## src/rtl/cpu_pkg.sv

```systemverilog
// Shared ISA, ALU-code and sequencing constants for the multi-cycle CPU.
// Used by the controller, its ALU-control decoder and the bench.
package cpu_pkg;

  localparam int unsigned INSTR_W = 32;
  localparam int unsigned OPC_W   = 6;
  localparam int unsigned FUNCT_W = 6;
  localparam int unsigned ALU_W   = 4;
  localparam int unsigned EXT_W   = 2;
  localparam int unsigned ST_W    = 3;

  // Primary opcodes
  localparam logic [OPC_W-1:0] OP_RTYPE = 6'b111111;
  localparam logic [OPC_W-1:0] OP_ADDI  = 6'b110111;
  localparam logic [OPC_W-1:0] OP_LUI   = 6'b001111;
  localparam logic [OPC_W-1:0] OP_ORI   = 6'b001101;
  localparam logic [OPC_W-1:0] OP_BEQ   = 6'b000100;

  // R-type function codes
  localparam logic [FUNCT_W-1:0] F_ADD  = 6'b010010;
  localparam logic [FUNCT_W-1:0] F_SUB  = 6'b010000;
  localparam logic [FUNCT_W-1:0] F_AND  = 6'b010100;
  localparam logic [FUNCT_W-1:0] F_OR   = 6'b010110;
  localparam logic [FUNCT_W-1:0] F_SLT  = 6'b100000;
  localparam logic [FUNCT_W-1:0] F_NOR  = 6'b010101;
  localparam logic [FUNCT_W-1:0] F_SLL  = 6'b000000;
  localparam logic [FUNCT_W-1:0] F_SRL  = 6'b000010;
  localparam logic [FUNCT_W-1:0] F_SLLV = 6'b000110;
  localparam logic [FUNCT_W-1:0] F_SRLV = 6'b000100;

  // ALU operation codes
  localparam logic [ALU_W-1:0] ALU_AND  = 4'b0000;
  localparam logic [ALU_W-1:0] ALU_OR   = 4'b0001;
  localparam logic [ALU_W-1:0] ALU_ADD  = 4'b0010;
  localparam logic [ALU_W-1:0] ALU_SUB  = 4'b0110;
  localparam logic [ALU_W-1:0] ALU_SLT  = 4'b0111;
  localparam logic [ALU_W-1:0] ALU_NOR  = 4'b1100;
  localparam logic [ALU_W-1:0] ALU_SLL  = 4'b1000;
  localparam logic [ALU_W-1:0] ALU_SRL  = 4'b1001;
  localparam logic [ALU_W-1:0] ALU_SLLV = 4'b1010;
  localparam logic [ALU_W-1:0] ALU_SRLV = 4'b1011;

  // Immediate extension selects
  localparam logic [EXT_W-1:0] EXT_SEXT = 2'b00;
  localparam logic [EXT_W-1:0] EXT_ZEXT = 2'b01;
  localparam logic [EXT_W-1:0] EXT_LUI  = 2'b10;

  // Sequencer states
  localparam logic [ST_W-1:0] ST_IDLE   = 3'd0;
  localparam logic [ST_W-1:0] ST_FETCH  = 3'd1;
  localparam logic [ST_W-1:0] ST_DECODE = 3'd2;
  localparam logic [ST_W-1:0] ST_EXEC   = 3'd3;
  localparam logic [ST_W-1:0] ST_WB     = 3'd4;
  localparam logic [ST_W-1:0] ST_HALT   = 3'd5;
  localparam logic [ST_W-1:0] ST_ERR    = 3'd6;

  // Datapath steering bundle held across EXEC and WB
  typedef struct packed {
    logic             reg_dst;
    logic             alu_src_b;
    logic [EXT_W-1:0] ext_sel;
    logic             shamt_sel;
    logic [ALU_W-1:0] alu_ctrl;
  } alu_ctl_t;

  function automatic logic [OPC_W-1:0] get_opcode(input logic [INSTR_W-1:0] instr);
    return instr[31:26];
  endfunction

  function automatic logic [FUNCT_W-1:0] get_funct(input logic [INSTR_W-1:0] instr);
    return instr[5:0];
  endfunction

endpackage

```

## src/rtl/multicycle_ctrl_if.sv

```systemverilog
// Controller <-> datapath bundle: IR contents and zero flag in, sequencing
// and ALU controls out. master = controller, slave = datapath.
interface multicycle_ctrl_if
  import cpu_pkg::*;
#(
  parameter int unsigned PC_W = 32
);

  logic [INSTR_W-1:0] instr_i;
  logic               zero_i;
  logic               ir_write_o;
  logic               pc_write_o;
  logic               pc_src_o;
  logic               reg_write_o;
  logic               reg_dst_o;
  logic               alu_src_b_o;
  logic [EXT_W-1:0]   ext_sel_o;
  logic               shamt_sel_o;
  logic [ALU_W-1:0]   alu_ctrl_o;
  logic [PC_W-1:0]    retired_o;
  logic               halted_o;
  logic               err_o;

  modport master (
    input  instr_i, zero_i,
    output ir_write_o, pc_write_o, pc_src_o, reg_write_o, reg_dst_o,
           alu_src_b_o, ext_sel_o, shamt_sel_o, alu_ctrl_o,
           retired_o, halted_o, err_o
  );

  modport slave (
    output instr_i, zero_i,
    input  ir_write_o, pc_write_o, pc_src_o, reg_write_o, reg_dst_o,
           alu_src_b_o, ext_sel_o, shamt_sel_o, alu_ctrl_o,
           retired_o, halted_o, err_o
  );

endinterface

```

## src/rtl/alu_ctrl_dec.sv

```systemverilog
// Combinational {opcode, funct} -> ALU operation, shift-amount select and
// legality of the encoding.
module alu_ctrl_dec
  import cpu_pkg::*;
(
  input  logic [OPC_W-1:0]   opcode,
  input  logic [FUNCT_W-1:0] funct,
  output logic [ALU_W-1:0]   alu_ctrl,
  output logic               shamt_sel,
  output logic               legal
);

  always_comb begin
    alu_ctrl  = ALU_AND;
    shamt_sel = 1'b0;
    legal     = 1'b0;
    case (opcode)
      OP_RTYPE: begin
        legal = 1'b1;
        case (funct)
          F_ADD:  alu_ctrl = ALU_ADD;
          F_SUB:  alu_ctrl = ALU_SUB;
          F_AND:  alu_ctrl = ALU_AND;
          F_OR:   alu_ctrl = ALU_OR;
          F_SLT:  alu_ctrl = ALU_SLT;
          F_NOR:  alu_ctrl = ALU_NOR;
          F_SLL: begin
            alu_ctrl  = ALU_SLL;
            shamt_sel = 1'b1;
          end
          F_SRL: begin
            alu_ctrl  = ALU_SRL;
            shamt_sel = 1'b1;
          end
          F_SLLV: alu_ctrl = ALU_SLLV;
          F_SRLV: alu_ctrl = ALU_SRLV;
          default: legal = 1'b0;
        endcase
      end
      // LUI is rs + (imm << 16), so it rides the adder
      OP_ADDI, OP_LUI: begin
        legal    = 1'b1;
        alu_ctrl = ALU_ADD;
      end
      OP_ORI: begin
        legal    = 1'b1;
        alu_ctrl = ALU_OR;
      end
      OP_BEQ: begin
        legal    = 1'b1;
        alu_ctrl = ALU_SUB;
      end
      default: legal = 1'b0;
    endcase
  end

endmodule

```

## src/rtl/multicycle_ctrl.sv

```systemverilog
// Moore sequencer for the multi-cycle CPU: FETCH/DECODE/EXEC/WB phases,
// retired-instruction counter, and absorbing HALT/ERR states.
module multicycle_ctrl
  import cpu_pkg::*;
#(
  parameter int unsigned PC_W = 32
) (
  input  logic                clk_i,
  input  logic                rst_n,
  multicycle_ctrl_if.master   bus
);

  logic [ST_W-1:0]    state_q;
  logic [ST_W-1:0]    state_d;
  logic [PC_W-1:0]    retired_q;

  logic [OPC_W-1:0]   opcode;
  logic [FUNCT_W-1:0] funct;
  logic [ALU_W-1:0]   dec_alu;
  logic               dec_shamt;
  logic               dec_legal;
  logic               is_beq;
  logic               retire;

  alu_ctl_t           ctl;
  alu_ctl_t           ctl_out;
  logic               ir_write_c;
  logic               pc_write_c;
  logic               pc_src_c;
  logic               reg_write_c;

  assign opcode = get_opcode(bus.instr_i);
  assign funct  = get_funct(bus.instr_i);
  assign is_beq = (opcode == OP_BEQ);

  alu_ctrl_dec u_alu_ctrl_dec (
    .opcode    (opcode),
    .funct     (funct),
    .alu_ctrl  (dec_alu),
    .shamt_sel (dec_shamt),
    .legal     (dec_legal)
  );

  // Operand steering for the instruction held in IR
  always_comb begin
    ctl           = '0;
    ctl.alu_ctrl  = dec_alu;
    ctl.shamt_sel = dec_shamt;
    case (opcode)
      OP_RTYPE: ctl.reg_dst = 1'b1;
      OP_ADDI: begin
        ctl.alu_src_b = 1'b1;
        ctl.ext_sel   = EXT_SEXT;
      end
      OP_ORI: begin
        ctl.alu_src_b = 1'b1;
        ctl.ext_sel   = EXT_ZEXT;
      end
      OP_LUI: begin
        ctl.alu_src_b = 1'b1;
        ctl.ext_sel   = EXT_LUI;
      end
      default: ;
    endcase
  end

  // Next-state logic
  always_comb begin
    state_d = state_q;
    case (state_q)
      ST_IDLE:   state_d = ST_FETCH;
      ST_FETCH:  state_d = ST_DECODE;
      ST_DECODE: begin
        if (bus.instr_i == '0) begin
          state_d = ST_HALT;
        end else if (!dec_legal) begin
          state_d = ST_ERR;
        end else begin
          state_d = ST_EXEC;
        end
      end
      ST_EXEC:   state_d = is_beq ? ST_FETCH : ST_WB;
      ST_WB:     state_d = ST_FETCH;
      ST_HALT:   state_d = ST_HALT;
      ST_ERR:    state_d = ST_ERR;
      default:   state_d = ST_ERR;
    endcase
  end

  // Per-state output decode; ALU controls are live in EXEC and held in WB
  always_comb begin
    ir_write_c  = 1'b0;
    pc_write_c  = 1'b0;
    pc_src_c    = 1'b0;
    reg_write_c = 1'b0;
    ctl_out     = '0;
    case (state_q)
      ST_FETCH: begin
        ir_write_c = 1'b1;
        pc_write_c = 1'b1;
      end
      ST_EXEC: begin
        ctl_out = ctl;
        if (is_beq) begin
          pc_src_c   = 1'b1;
          pc_write_c = bus.zero_i;
        end
      end
      ST_WB: begin
        ctl_out     = ctl;
        reg_write_c = 1'b1;
      end
      default: ;
    endcase
  end

  assign retire = ((state_q == ST_EXEC) && is_beq) || (state_q == ST_WB);

  always_ff @(posedge clk_i) begin
    if (!rst_n) begin
      state_q   <= ST_IDLE;
      retired_q <= '0;
    end else begin
      state_q <= state_d;
      if (retire) begin
        retired_q <= retired_q + PC_W'(1);
      end
    end
  end

  // Architectural write enables are suppressed while reset is asserted
  assign bus.ir_write_o  = ir_write_c & rst_n;
  assign bus.pc_write_o  = pc_write_c & rst_n;
  assign bus.reg_write_o = reg_write_c & rst_n;
  assign bus.pc_src_o    = pc_src_c;
  assign bus.reg_dst_o   = ctl_out.reg_dst;
  assign bus.alu_src_b_o = ctl_out.alu_src_b;
  assign bus.ext_sel_o   = ctl_out.ext_sel;
  assign bus.shamt_sel_o = ctl_out.shamt_sel;
  assign bus.alu_ctrl_o  = ctl_out.alu_ctrl;
  assign bus.retired_o   = retired_q;
  assign bus.halted_o    = (state_q == ST_HALT);
  assign bus.err_o       = (state_q == ST_ERR);

endmodule
```

## src/flat_wrapper.sv

```systemverilog
// flat-port wrapper written by rule: the top's interface ports become plain ports
module multicycle_ctrl_flat import cpu_pkg::*;
#(
  parameter int unsigned PC_W = 32
)
  (clk_i, rst_n, bus_instr_i, bus_zero_i, bus_ir_write_o, bus_pc_write_o, bus_pc_src_o, bus_reg_write_o, bus_reg_dst_o, bus_alu_src_b_o, bus_ext_sel_o, bus_shamt_sel_o, bus_alu_ctrl_o, bus_retired_o, bus_halted_o, bus_err_o);
  multicycle_ctrl_if #(.PC_W(PC_W)) bus_i ();
  input  logic clk_i;
  input  logic rst_n;
  input wire logic [$bits(bus_i.instr_i)-1:0] bus_instr_i;
  input wire logic [$bits(bus_i.zero_i)-1:0] bus_zero_i;
  output wire logic [$bits(bus_i.ir_write_o)-1:0] bus_ir_write_o;
  output wire logic [$bits(bus_i.pc_write_o)-1:0] bus_pc_write_o;
  output wire logic [$bits(bus_i.pc_src_o)-1:0] bus_pc_src_o;
  output wire logic [$bits(bus_i.reg_write_o)-1:0] bus_reg_write_o;
  output wire logic [$bits(bus_i.reg_dst_o)-1:0] bus_reg_dst_o;
  output wire logic [$bits(bus_i.alu_src_b_o)-1:0] bus_alu_src_b_o;
  output wire logic [$bits(bus_i.ext_sel_o)-1:0] bus_ext_sel_o;
  output wire logic [$bits(bus_i.shamt_sel_o)-1:0] bus_shamt_sel_o;
  output wire logic [$bits(bus_i.alu_ctrl_o)-1:0] bus_alu_ctrl_o;
  output wire logic [$bits(bus_i.retired_o)-1:0] bus_retired_o;
  output wire logic [$bits(bus_i.halted_o)-1:0] bus_halted_o;
  output wire logic [$bits(bus_i.err_o)-1:0] bus_err_o;
  assign bus_i.instr_i = bus_instr_i;
  assign bus_i.zero_i = bus_zero_i;
  assign bus_ir_write_o = bus_i.ir_write_o;
  assign bus_pc_write_o = bus_i.pc_write_o;
  assign bus_pc_src_o = bus_i.pc_src_o;
  assign bus_reg_write_o = bus_i.reg_write_o;
  assign bus_reg_dst_o = bus_i.reg_dst_o;
  assign bus_alu_src_b_o = bus_i.alu_src_b_o;
  assign bus_ext_sel_o = bus_i.ext_sel_o;
  assign bus_shamt_sel_o = bus_i.shamt_sel_o;
  assign bus_alu_ctrl_o = bus_i.alu_ctrl_o;
  assign bus_retired_o = bus_i.retired_o;
  assign bus_halted_o = bus_i.halted_o;
  assign bus_err_o = bus_i.err_o;
  multicycle_ctrl #(.PC_W(PC_W)) u_core (.clk_i(clk_i), .rst_n(rst_n), .bus(bus_i));
endmodule
```

## config.mk

```make
export PLATFORM = sky130hd
export DESIGN_NAME = multicycle_ctrl_flat
export DESIGN_NICKNAME = d
export VERILOG_FILES = /design/src/rtl/cpu_pkg.sv /design/src/rtl/multicycle_ctrl_if.sv /design/src/rtl/alu_ctrl_dec.sv /design/src/rtl/multicycle_ctrl.sv /design/src/flat_wrapper.sv
export SDC_FILE = /design/constraint.sdc
export NUM_CORES = 1
export LEC_CHECK = 0
export CORE_UTILIZATION = 46
export CTS_BUF_LIST = sky130_fd_sc_hd__clkbuf_8
export DETAILED_ROUTE_END_ITERATION = 7
export GPL_TIMING_DRIVEN = 0
export PLACE_DENSITY = 0.83
export SYNTH_ARGS = -nofsm -noshare
export SYNTH_HDL_FRONTEND = slang
export SYNTH_HIERARCHICAL = 1
export SYNTH_SLANG_ARGS = --single-unit
```

## constraint.sdc

```tcl
create_clock -name clk_i -period 2.7 [get_ports clk_i]
set_clock_uncertainty 0.1 [all_clocks]
set_input_delay 0.81 -clock clk_i [delete_from_list [all_inputs] [get_ports clk_i]]
set_output_delay 0.81 -clock clk_i [all_outputs]
set_load 0.05 [all_outputs]
```

==> results.yml, run 1 <==
floorplan:
  initial_core_util_pct: 49.0
  io_pins: 82
  die_h_um: 71.0
  core_um2: 4470
  dieWidth_um: 71.0
  rows: 24
  fp.dieArea_um2: 5040
logic_synthesis:
  synthTopCellsByArea: "dfxtp_1, a21oi_1, nor2_1"
  syn_inst: 283
  yosys-top-cells-count: "dfxtp_1, nor2_1, a21oi_1"
  synthArstFlopShare_pct: 0
  ys.flop_type: "dfxtp_1"
  syn_nets: 319
  synth_top_area_share_pct: 32.0
  yosysTopAreaCell: "dfxtp_1"
  synth_seq_cells: 35
  syn_area_per_cell_um2: 7.74
  synthesis.area_um2: 2190
  synth_edf_count: 0
  netlist-cell-type-count: 48
  yosysWarnings: 6
  ys_seq_area_share_pct: 32.0
  yosysMostFrequentCell: "dfxtp_1"
setup_path:
  critPathLaunchType: "primary input"
  regToRegEndpoint: "u_core/bus.retired_o[25]$_SDFFE_PN0P_"
  crit_arrival_ps: 2010
  crit_path_end_kind: "primary output"
  cp-startpoint: "bus_instr_i[3]"
  critPathMaxFanout: 4
  path_class: "primary input to primary output"
  cp.required_ps: 1790
  crit_end: "bus_alu_ctrl_o[1]"
  worst_r2r_startpoint: "u_core/state_q[2]$_SDFF_PN0_"
  ff2ff_path_depth: 5
  r2r_slack_ps: 430
sta:
  maxSlewViolCount: 0
  fmax_ghz: 0.342
  slew_headroom_pct: 54.0
  finalHoldViolCount: 0
  fin_tns_setup_ps: -863
  worstMarginPinSlew_ps: 689
  setup_viol: 5
  setup_slack_ps: -221
  rsz0062_at_grt: "yes"
  fin_crit_sh_pct: 108
  period_minus_slack_ps: 2920
cts:
  h-tree-depth: 2
  root_buffer: "clkbuf_8"
  cts_tree: "yes"
  clkSlewWorstSetupHoldPaths_ps: 70
  clk_latency_ps: 290
  cts_hold_buf: 0
  cts_buffers: 5
  clockBufferDepth: 2
  cts.sinks: 35
detailed_routing:
  ant_nets: 0
  firstDrtPassIters: 8
  routed_via_density: 6.18
  first_iter_violations: 196
  num_vias: 2682
  drc_errors: 5
  wire_per_inst_um: 16.3
  drt_wl_total_mm: 7.09
job:
  drv_cap: 0
placed_design:
  portBuffers: 81
  hpwlAfterDp_mm: 4.49
  place.gp.congestion: 0.900
worst_hold_path:
  whs_path_depth: 2
  min_from: "u_core/bus.retired_o[31]$_SDFFE_PN0P_"
  hp-class: "flip-flop to flip-flop"
layout:
  diodes: 0
  utilization_pct: 76.6
  syn_to_final_growth_pct: 56.5
  fillers: 317
  nets: 417
  seqCellArea_um2: 701
  layout-drive-gt1-share_pct: 23.6
  multi_input_area_um2: 1550
pwr:
  leakagePower_nw: 1.16
  power-per-cell-area_nw_per_um2: 425
  irDropWorstVdd_mv: 0.482
  power_mw: 1.46
global_route:
  grt_pass1_wl_mm: 10.8
  grt_pass1_vias: 2422
  overflow: 0
  antenna_found_initial: 0
  grt_max_degree: 12
  track_usage_pct: 26.5
outcome:
  status: "finished, violations left"
  failed_checks: "design-rule violations, negative setup slack"
==> worst max-delay path, cell delays in order <==
cell and delay [ps]:
buf_6 90, nand4b_1 200, or2_4 330, o31ai_4 250, and2_4 190, buf_8 140
==> sequential cells by signal (all words and copies together) (netlist names) <==
signal                flops
u_core/bus.retired_o     32
u_core/state_q            3
==> layout make-up <==
type | instances | area share [%]
inverters | 10 | 1.17
plain buffers | 7 | 1.06
repair buffers | 94 | 27.1
clock buffers | 7 | 2.81
flip-flops and latches | 35 | 20.4
well taps | 52 | 1.90
multi-input cells | 228 | 45.3
clock inverters | 1 | 0.219
==> routing by layer <==
metal	vias up	wire length, um	part of all wire [%]	GRT usage, %
li1	1264	-	-	-
met1	1247	2910	41	32.5
met2	145	3530	50	45.8
met3	26	441	6.2	4.42
met4	0	209	2.9	11.3
met5	-	0	0	0
==> where the power goes <==
part	switching, mW	internal, mW
clock network	0.190	0.232
logic	0.275	0.179
registers	0.0412	0.540
==> logic make-up after synthesis <==
| group | count (synthesis) | share of synthesized area [%] |
|---|---|---|
| xor+xnor | 13 | 5.20 |
| fa+ha+maj | 1 | 0.571 |
| simple gates | 138 | 35.9 |
| buf+inv | 20 | 4.45 |
| flops | 35 | 32.0 |
| compound gates | 76 | 21.9 |
==> how the worst min path moves through the flow <==
stage / end / slack [ps]
CTS: u_core/bus.retired_o[31]$_SDFFE_PN0P_ / 390
global placement: u_core/bus.retired_o[31]$_SDFFE_PN0P_ / 360
detailed placement: u_core/bus.retired_o[31]$_SDFFE_PN0P_ / 380
global route: u_core/bus.retired_o[24]$_SDFFE_PN0P_ / 430
finish: u_core/bus.retired_o[31]$_SDFFE_PN0P_ / 380
floorplan: u_core/state_q[1]$_SDFF_PN0_ / 430
==> through the flow <==
stage	setup slack [ps]	cells	area, um2	hold slack, ps
5_1_grt	-248	434	3430	430
4_1_cts	-289	433	3300	390
3_5_place_dp	-1360	416	3090	380
2_1_floorplan	-157	283	2210	426
6_report	-221	434	3430	383
3_3_place_gp	-1360	416	3090	363
==> cells in the final DEF, fill, tap and decap left out, types with 6 or more instances in the layout <==
master and count:
nand2_1 17, nand3_1 14, dfxtp_1 35, nor2_1 25
nand4_1 10, clkbuf_8 7, inv_1 8, o31ai_1 9
and2_4 6, a21oi_1 24, buf_4 17, nor2_2 6
or3_1 15, buf_6 13, nor4_1 6, or4_1 7
clkdlybuf4s50_1 53, o21ai_0 16, xor2_1 7
==> repair_timing <==
action,4_1_cts,5_1_grt
setup endpoints to repair,29,12
buffers inserted,10,3
pin swaps,14,16
resized for setup,162,38
(Power assumes the default switching activity.)
==> inputs of run 2 (changes only) <==
Settings changed: CORE_UTILIZATION 46 to 49, PLACE_DENSITY 0.83 to 0.87.
Clock period 2.7 ns to 3.5 ns, I/O delays scaled along.
==> run 2 against run 1 <==
The flow now finishes without violations. Total power is 30% lower. Die area is 6.0% lower. Clock power is 35% lower. Highest routed layer unchanged. First-iteration DRC count is 24% higher. Via count is 6.2% lower. Non-clock buffer count is 7 lower.
==> results.yml, run 2 (synthesis results as in run 1) <==
global_route:
  overflow: 0
  antenna_found_initial: 0
  grt_pass1_vias: 2178
  grt_pass1_wl_mm: 9.72
  track_usage_pct: 27.2
  grt_max_degree: 11
layout:
  fillers: 318
  largest_reg_flops: 32
  mostFrequentLayoutCells: "clkdlybuf4s50_1, dfxtp_1, nor2_1"
  layout-drive-gt1-share_pct: 14.4
  nets: 410
  final_common_cell: "clkdlybuf4s50_1"
  diodes: 0
  syn_to_final_growth_pct: 45.2
sta:
  fmax_ghz: 0.290
  rsz0062_at_grt: "yes"
  worstMarginPinSlew_ps: 672
  fin_crit_sh_pct: 98.5
  setup_viol: 0
  maxSlewViolCount: 0
  slew_headroom_pct: 55.2
  finalHoldViolCount: 0
  hold_ws_ps: 383
  period_minus_slack_ps: 3450
pwr:
  power-per-cell-area_nw_per_um2: 319
  irDropWorstVdd_mv: 0.179
  leakagePower_nw: 1.05
  power_mw: 1.01
detailed_routing:
  firstDrtPassIters: 4
  wire_per_inst_um: 14.6
  drc_errors: 0
  first_iter_violations: 244
  ant_nets: 0
  drt_wl_total_mm: 6.22
  num_vias: 2516
  routed_via_density: 5.92
floorplan:
  core_um2: 4140
  initial_core_util_pct: 52.9
  fp.dieArea_um2: 4740
  dieWidth_um: 68.9
  io_pins: 82
  die_h_um: 68.9
  rows: 23
placed_design:
  portBuffers: 81
  hpwlAfterDp_mm: 4.51
  place.gp.congestion: 0.816
cts:
  cts_hold_buf: 0
  clkSlewWorstSetupHoldPaths_ps: 70
  root_buffer: "clkbuf_8"
  cts_buffers: 5
  h-tree-depth: 2
  cts_tree: "yes"
  cts.sinks: 35
  clk_latency_ps: 290
  clockBufferDepth: 2
setup_path:
  crit_family: "simple AND/OR/NAND/NOR gates"
  crit_slowest_cell: "or2_4"
  worst_r2r_startpoint: "u_core/state_q[2]$_SDFF_PN0_"
  crit_path_cell_trace: "clkdlybuf4s15_1, nand4b_1, or2_4, o31ai_2, and2_1, buf_6"
  crit_path_end_kind: "primary output"
  critPathLaunchType: "primary input"
  crit_arrival_ps: 2300
  path_class: "primary input to primary output"
  critPathMaxFanout: 4
  cp.required_ps: 2350
  cpPeakStageDelay_ps: 280
  critPathBufInv: 2
  cp-startpoint: "bus_instr_i[3]"
job:
  drv_cap: 0
worst_hold_path:
  min_from: "u_core/bus.retired_o[31]$_SDFFE_PN0P_"
  hp-class: "flip-flop to flip-flop"
outcome:
  status: "complete, no violations"
-- run 2: worst paths after layout --
path / slack, ps / endpoint / cells past startpoint
max: 50 / bus_alu_ctrl_o[1] / 6
min: 380 / u_core/bus.retired_o[31]$_SDFFE_PN0P_ / 2
max reg2reg: 1350 / u_core/bus.retired_o[23]$_SDFFE_PN0P_ / 5
min reg2reg: 380 / u_core/bus.retired_o[31]$_SDFFE_PN0P_ / 2
-- run 2: power by group --
group	internal, mW	switching, mW
Sequential	0.417	0.0269
Combinational	0.112	0.186
Clock	0.134	0.139
-- run 2: layout make-up --
cell class                 instances  area, um2  area share [%]
clock inverter                     3       12.5           0.393
clock buffer                       5       68.8            2.16
buffer                             8       46.3            1.45
multi-input combinational        228       1420            44.8
sequential                        35        701            22.0
inverter                          10       40.0            1.26
timing repair buffer              86        827            26.0
tap                               50       62.6            1.97
-- run 2: worst register-to-register path, delay by kind of cell (launching register included) --
family	cells	cell delay, ps
AOI/OAI and AO/OA	2	540
DFF	1	480
and+or+nand+nor	3	970
-- run 2: through the flow --
step / area (um2) / setup WS (ps) / instances / setup TNS, ps / util [%]
after floorplan: 2190 / 27.9 / 283 / 0 / -
after global routing: 3180 / -22.4 / 425 / -59.6 / 76.8
after CTS: 3180 / -21.5 / 424 / -21.5 / 76.7
after global placement: 3060 / -1000 / 414 / -9140 / 73.9
final: 3180 / 51.2 / 425 / 0 / 76.8
after detailed placement: 3060 / -1010 / 414 / -9200 / 73.9
-- run 2: per-layer routing --
metal / GRT usage (%) / vias up / wire, um
met2: 47.1 / 86 / 3150
met1: 33.5 / 1187 / 2680
li1: - / 1241 / -
met3: 7.40 / 2 / 360
met5: 0 / - / 0
met4: 5.61 / 0 / 32
-- run 2: timing repair --
item                                    4_1_cts  5_1_grt
pin swaps                                     5        7
resized for setup                            94       38
endpoints found under the setup margin       13       13
setup buffers                                 4        1
